<file path="src/rtl/led_pattern_gen.sv">
`default_nettype none
// +---------------------------------------------------------------------------+
// | led_pattern_gen : prescaled LED pattern engine (count/chaser/blink/breathe)|
// | Revision 1.0                                                              |
// +---------------------------------------------------------------------------+
module led_pattern_gen #(
  parameter int N_LEDS     = 3,
  parameter int PRESCALE_W = 23,
  parameter int PWM_W      = 8
) (
  input  logic              clk,
  input  logic              rst,
  input  logic [1:0]        mode,
  output logic [N_LEDS-1:0] leds,
  output logic              tick
);

  localparam int POS_W = (N_LEDS > 1) ? $clog2(N_LEDS) : 1;
  localparam logic [POS_W-1:0] C_POS_LAST = POS_W'(N_LEDS - 1);
  localparam logic [PWM_W-1:0] C_DUTY_MAX = '1;

  localparam logic [1:0] C_MODE_COUNT   = 2'd0;
  localparam logic [1:0] C_MODE_CHASER  = 2'd1;
  localparam logic [1:0] C_MODE_BLINK   = 2'd2;
  localparam logic [1:0] C_MODE_BREATHE = 2'd3;

  localparam logic DIR_UP   = 1'b0;
  localparam logic DIR_DOWN = 1'b1;

  logic [PRESCALE_W-1:0] pre_q, pre_d;
  logic [N_LEDS-1:0]     step_q, step_d;
  logic [POS_W-1:0]      pos_q, pos_d;
  logic                  dir_q, dir_d;
  logic [PWM_W-1:0]      duty_q, duty_d;
  logic                  ddir_q, ddir_d;
  logic                  blink_q, blink_d;
  logic [PWM_W-1:0]      pwm_ctr_q, pwm_ctr_d;
  logic [1:0]            mode_q, mode_d;
  logic [N_LEDS-1:0]     leds_q, leds_d;
  logic                  tick_q, tick_d;

  logic                  step_en;
  logic                  mode_chg;
  logic [N_LEDS-1:0]     onehot;

  always_comb begin
    step_en   = (pre_q == '1);
    mode_chg  = (mode != mode_q);
    pre_d     = pre_q + PRESCALE_W'(1);
    pwm_ctr_d = pwm_ctr_q + PWM_W'(1);
    tick_d    = step_en;
    mode_d    = mode;

    step_d  = step_q;
    pos_d   = pos_q;
    dir_d   = dir_q;
    duty_d  = duty_q;
    ddir_d  = ddir_q;
    blink_d = blink_q;

    // A mode change wins over a coincident step so the new mode starts clean.
    if (mode_chg) begin
      step_d  = '0;
      pos_d   = '0;
      dir_d   = DIR_UP;
      duty_d  = '0;
      ddir_d  = DIR_UP;
      blink_d = 1'b0;
    end else if (step_en) begin
      case (mode_q)
        C_MODE_COUNT: step_d = step_q + N_LEDS'(1);
        C_MODE_CHASER: begin
          if (N_LEDS > 1) begin
            if (dir_q == DIR_UP) begin
              pos_d = pos_q + POS_W'(1);
              if (pos_d == C_POS_LAST) dir_d = DIR_DOWN;
            end else begin
              pos_d = pos_q - POS_W'(1);
              if (pos_d == '0) dir_d = DIR_UP;
            end
          end
        end
        C_MODE_BLINK: blink_d = ~blink_q;
        C_MODE_BREATHE: begin
          if (ddir_q == DIR_UP) begin
            duty_d = duty_q + PWM_W'(1);
            if (duty_d == C_DUTY_MAX) ddir_d = DIR_DOWN;
          end else begin
            duty_d = duty_q - PWM_W'(1);
            if (duty_d == '0) ddir_d = DIR_UP;
          end
        end
      endcase
    end

    onehot = N_LEDS'(1) << pos_q;
    leds_d = '0;
    case (mode_q)
      C_MODE_COUNT:   leds_d = step_q;
      C_MODE_CHASER:  leds_d = onehot;
      C_MODE_BLINK:   leds_d = {N_LEDS{blink_q}};
      C_MODE_BREATHE: leds_d = {N_LEDS{pwm_ctr_q < duty_q}};
    endcase
  end

  always_ff @(posedge clk) begin
    if (rst) begin
      pre_q     <= '0;
      step_q    <= '0;
      pos_q     <= '0;
      dir_q     <= DIR_UP;
      duty_q    <= '0;
      ddir_q    <= DIR_UP;
      blink_q   <= 1'b0;
      pwm_ctr_q <= '0;
      mode_q    <= C_MODE_COUNT;
      leds_q    <= '0;
      tick_q    <= 1'b0;
    end else begin
      pre_q     <= pre_d;
      step_q    <= step_d;
      pos_q     <= pos_d;
      dir_q     <= dir_d;
      duty_q    <= duty_d;
      ddir_q    <= ddir_d;
      blink_q   <= blink_d;
      pwm_ctr_q <= pwm_ctr_d;
      mode_q    <= mode_d;
      leds_q    <= leds_d;
      tick_q    <= tick_d;
    end
  end

  assign leds = leds_q;
  assign tick = tick_q;

endmodule
`default_nettype wire

</file>
<file path="config.mk">
export PLATFORM = sky130hd
export DESIGN_NAME = led_pattern_gen
export DESIGN_NICKNAME = d
export VERILOG_FILES = /design/src/rtl/led_pattern_gen.sv
export SDC_FILE = /design/constraint.sdc
export NUM_CORES = 1
export LEC_CHECK = 0
export ABC_AREA = 1
export ABC_CLOCK_PERIOD_IN_PS = 1700
export CAP_MARGIN = 20
export CORE_ASPECT_RATIO = 0.7
export CORE_MARGIN = 8
export CORE_UTILIZATION = 51
export DETAILED_ROUTE_END_ITERATION = 10
export GPL_ROUTABILITY_DRIVEN = 0
export HOLD_SLACK_MARGIN = 0.03
export MAX_ROUTING_LAYER = met4
export PLACE_DENSITY = 0.7
export SYNTH_ARGS = -nofsm -noshare
export SYNTH_HDL_FRONTEND = slang
export SYNTH_SLANG_ARGS = --single-unit
</file>
<file path="constraint.sdc">
create_clock -name clk -period 1.7 [get_ports clk]
set_clock_uncertainty 0.15 [all_clocks]
set_input_delay 0.34 -clock clk [delete_from_list [all_inputs] [get_ports clk]]
set_output_delay 0.34 -clock clk [all_outputs]
set_load 0.02 [all_outputs]
</file>
==> metrics.txt <==
critical path class flip-flop to flip-flop; Seq/Total Area, Yosys 36.0%; post-synth top area share 36.0%; first-pass detailed-route iteration total 4; Critical Path Sink Type flip-flop; Root Driver clkbuf_8; Final ANT Viol Nets 0; ys async rst share 0%; critical path data arrival time 1.77 ns; Tightest Pin Transition roughly 0.42 ns; # rows 23; Net Count, Synth between 400 and 500; number of synthesis warnings 0; antenna cells 0; Final Power 2160 uW; CTS tree built; Worst-Skew Late Latency 0.31 ns; R2R depth 10; pwr/cell area between 500 and 600 mW/mm2; mux cell area share after synthesis 0%; status finished with violations; Leakage 0.00157 uW; Crit path max-delay family simple AND/OR/NAND/NOR gates; Fmax achieved approximately 0.58 GHz; Layout area overhead 24.7%; most frequent cell after synthesis nand2_1; Slew headroom 72.1%; synthesized area 0.00294 mm2; Largest stage delay, worst path 0.36 ns; post-synthesis adder-cell area fraction 7.65%; Main synth FF type dfxtp_1; slowest CP cell dfxtp_2; fin crit share 102%; worst hold path depth 2; total CTS buffers 5; # setup viols final 6; Hold Path Sink step_q[2]; vias in the first global route 2297; max cap viols 0; Reg clk slew, reported paths 0.11 ns; RR Endpoint duty_q[5]; R2R Setup Slk -0.03 ns; Simple-Gate Fraction of Synth Area 32.8%; largest family of logic cells by synthesized area simple AND/OR/NAND/NOR gates; GRT Util Overall 15.8%; Final Worst Setup Slack -0.0281 ns; via count 2663; initial core utilization about 52%; EDFF count, synth 0; Yosys cell types 35; first-pass GRT wire length between 10000 and 15000 um; I/O pins 8; CP bufs+invs 1; Post-Synth XOR/XNOR Area 3.87%; failing checks negative setup slack; hold wc startpoint step_q[2]; drt total wl 6390 um; Core ar. 0.00564 mm2; via-per-instance ratio 4.90; top cells by count, synth 93 x nand2_1, 56 x nor2_1, 53 x dfxtp_1; Critical Path RT 1.75 ns; Startpoint Class flip-flop; Clock Tree Buf Depth 2; 1st-iter DRT viols 195; Finished Cell Area roughly 0.0037 mm2; worst vdd ir 0.000344 V; DR DRC count 0; Hold WC Path Type flip-flop to flip-flop; die width approximately 110 um; die area 0.00850 mm2; GR Overflow Total 0; largest net degree at the start of global routing 19; Die Span Y 79.6 um; RSZ-0062 raised after global routing yes; Final Critical Period 1.73 ns; ratio of cells with drive above 1 in the final layout 24.4%; placed cell areas 0.00339 mm2; nets@finish 489; Mean Syn Cell Area 7.16 um2; post-synthesis compound-gate area fraction 12.2%; cell mode on critical path nor2_4; hpwl dp between 4000 and 5000 um; CP Max Fanout 6; area leader, netlist dfxtp_1; Slew Limit Fails 0; initial antenna violation count 0; Synth Instances ~410; H-tree Lvls 2; reg2reg start pre_q[1]; Wirelength per Cell 11.8 um; count of clock tree sinks 53; Synth Register Bits between 50 and 60; Fin. Hold Viols 0; I/O Buffers 7; Cell Chain, Critical Path ha_4, nand3_4, nor2_4, nand2_2, nor2_4, nand2_4, nor2_4, inv_4, nand2_1, a21oi_2; synth top area cells dfxtp_1 36%, nand2_1 12%, ha_1 7.6%; Fin Setup TNS -0.114 ns
==> worst max-delay path by stage <==
stage                  start   endpoint  slack [ns]  cells past startpoint
floorplan           pre_q[0]  duty_q[5]      0.0001                     10
global placement    pre_q[0]  duty_q[5]        -0.1                     10
detailed placement   mode[0]  step_q[1]       -0.17                      6
CTS                 pre_q[0]  duty_q[5]       -0.02                     10
global route        pre_q[4]  duty_q[3]       -0.15                     11
finish              pre_q[1]  duty_q[5]       -0.03                     10
==> metal layers <==
layer,routed length [um],vias to the layer above,GRT usage (%)
li1,-,1431,-
met3,319,4,3.23
met1,3300,1186,21.3
met4,53,0,5.87
met2,2720,42,22.6
met5,0,-,-
==> worst reg2reg max path: cells and delay by family, from the launching register on <==
family | cells | cell delay, ns
adder cells (fa/ha/maj) | 1 | 0.15
AND/OR/NAND/NOR | 7 | 0.83
buffers and inverters | 1 | 0.08
AO/OA/AOI/OAI | 1 | 0.05
flip-flops | 1 | 0.36
==> flip-flops by register name, indices dropped and copies added, names as in the netlist <==
| register | flops |
|---|---|
| dir_q | 1 |
| pos_q | 2 |
| mode_q | 2 |
| pwm_ctr_q | 8 |
| step_q | 3 |
| blink_q | 1 |
| pre_q | 23 |
| ddir_q | 1 |
| duty_q | 8 |
| leds | 3 |
| tick | 1 |
==> power by group <==
group | switching [uW] | internal (uW)
clock network | 451 | 300
logic | 81.4 | 58.7
registers | 15.7 | 1260
==> cells in the final DEF (no fill, tap or decap), types with 3 or more instances in the layout <==
cell type         n
a21oi_1          30
a31oi_1           3
buf_4            51
clkbuf_8          5
clkdlybuf4s50_1   3
dfxtp_1          43
dfxtp_2           8
dlygate4sd2_1     4
ha_1             15
inv_1            45
nand2_1          90
nand2_2           6
nand2_4           3
nand3_1          14
nand3_2           3
nand4_1           4
nor2_1           50
nor2_2            7
nor2_4            7
nor3_1            7
o21a_1            4
o21ai_0          14
o21ai_1           5
xnor2_1           6
xor2_1            7
==> cell type report <==
| type | instances | area, um2 |
|---|---|---|
| Sequential cell | 53 | 1080 |
| Multi-Input combinational cell | 301 | 1770 |
| Clock inverter | 3 | 26.3 |
| Fill cell | 495 | 1970 |
| Tap cell | 75 | 93.8 |
| Timing Repair Buffer | 58 | 448 |
| Clock buffer | 5 | 68.8 |
| Inverter | 48 | 185 |
==> repair_timing <==
item | 4_1_cts | 5_1_grt
buffers inserted | 3 | 5
endpoints found under the setup margin | 22 | 25
resized for setup | 13 | 35
pin swaps | 5 | 13
hold buffers | 0 | 0
==> stage by stage <==
stage / setup WS, ns / util (%) / instances / hold slack (ns)
after floorplan: 0.000120 / - / 411 / 0.265
after global placement: -0.0953 / 60.2 / 527 / 0.298
after detailed placement: -0.168 / 60.2 / 527 / 0.310
after CTS: -0.0204 / 62.7 / 538 / 0.331
after global routing: -0.148 / 65.1 / 543 / 0.359
final: -0.0281 / 65.1 / 543 / 0.332
==> logic make-up after synthesis <==
| logic type | after synthesis |
|---|---|
| flops | 53 |
| simple gates | 206 |
| xor+xnor | 13 |
| buf+inv | 57 |
| compound gates | 64 |
| fa+ha+maj | 18 |
(Power assumes the default switching activity.)
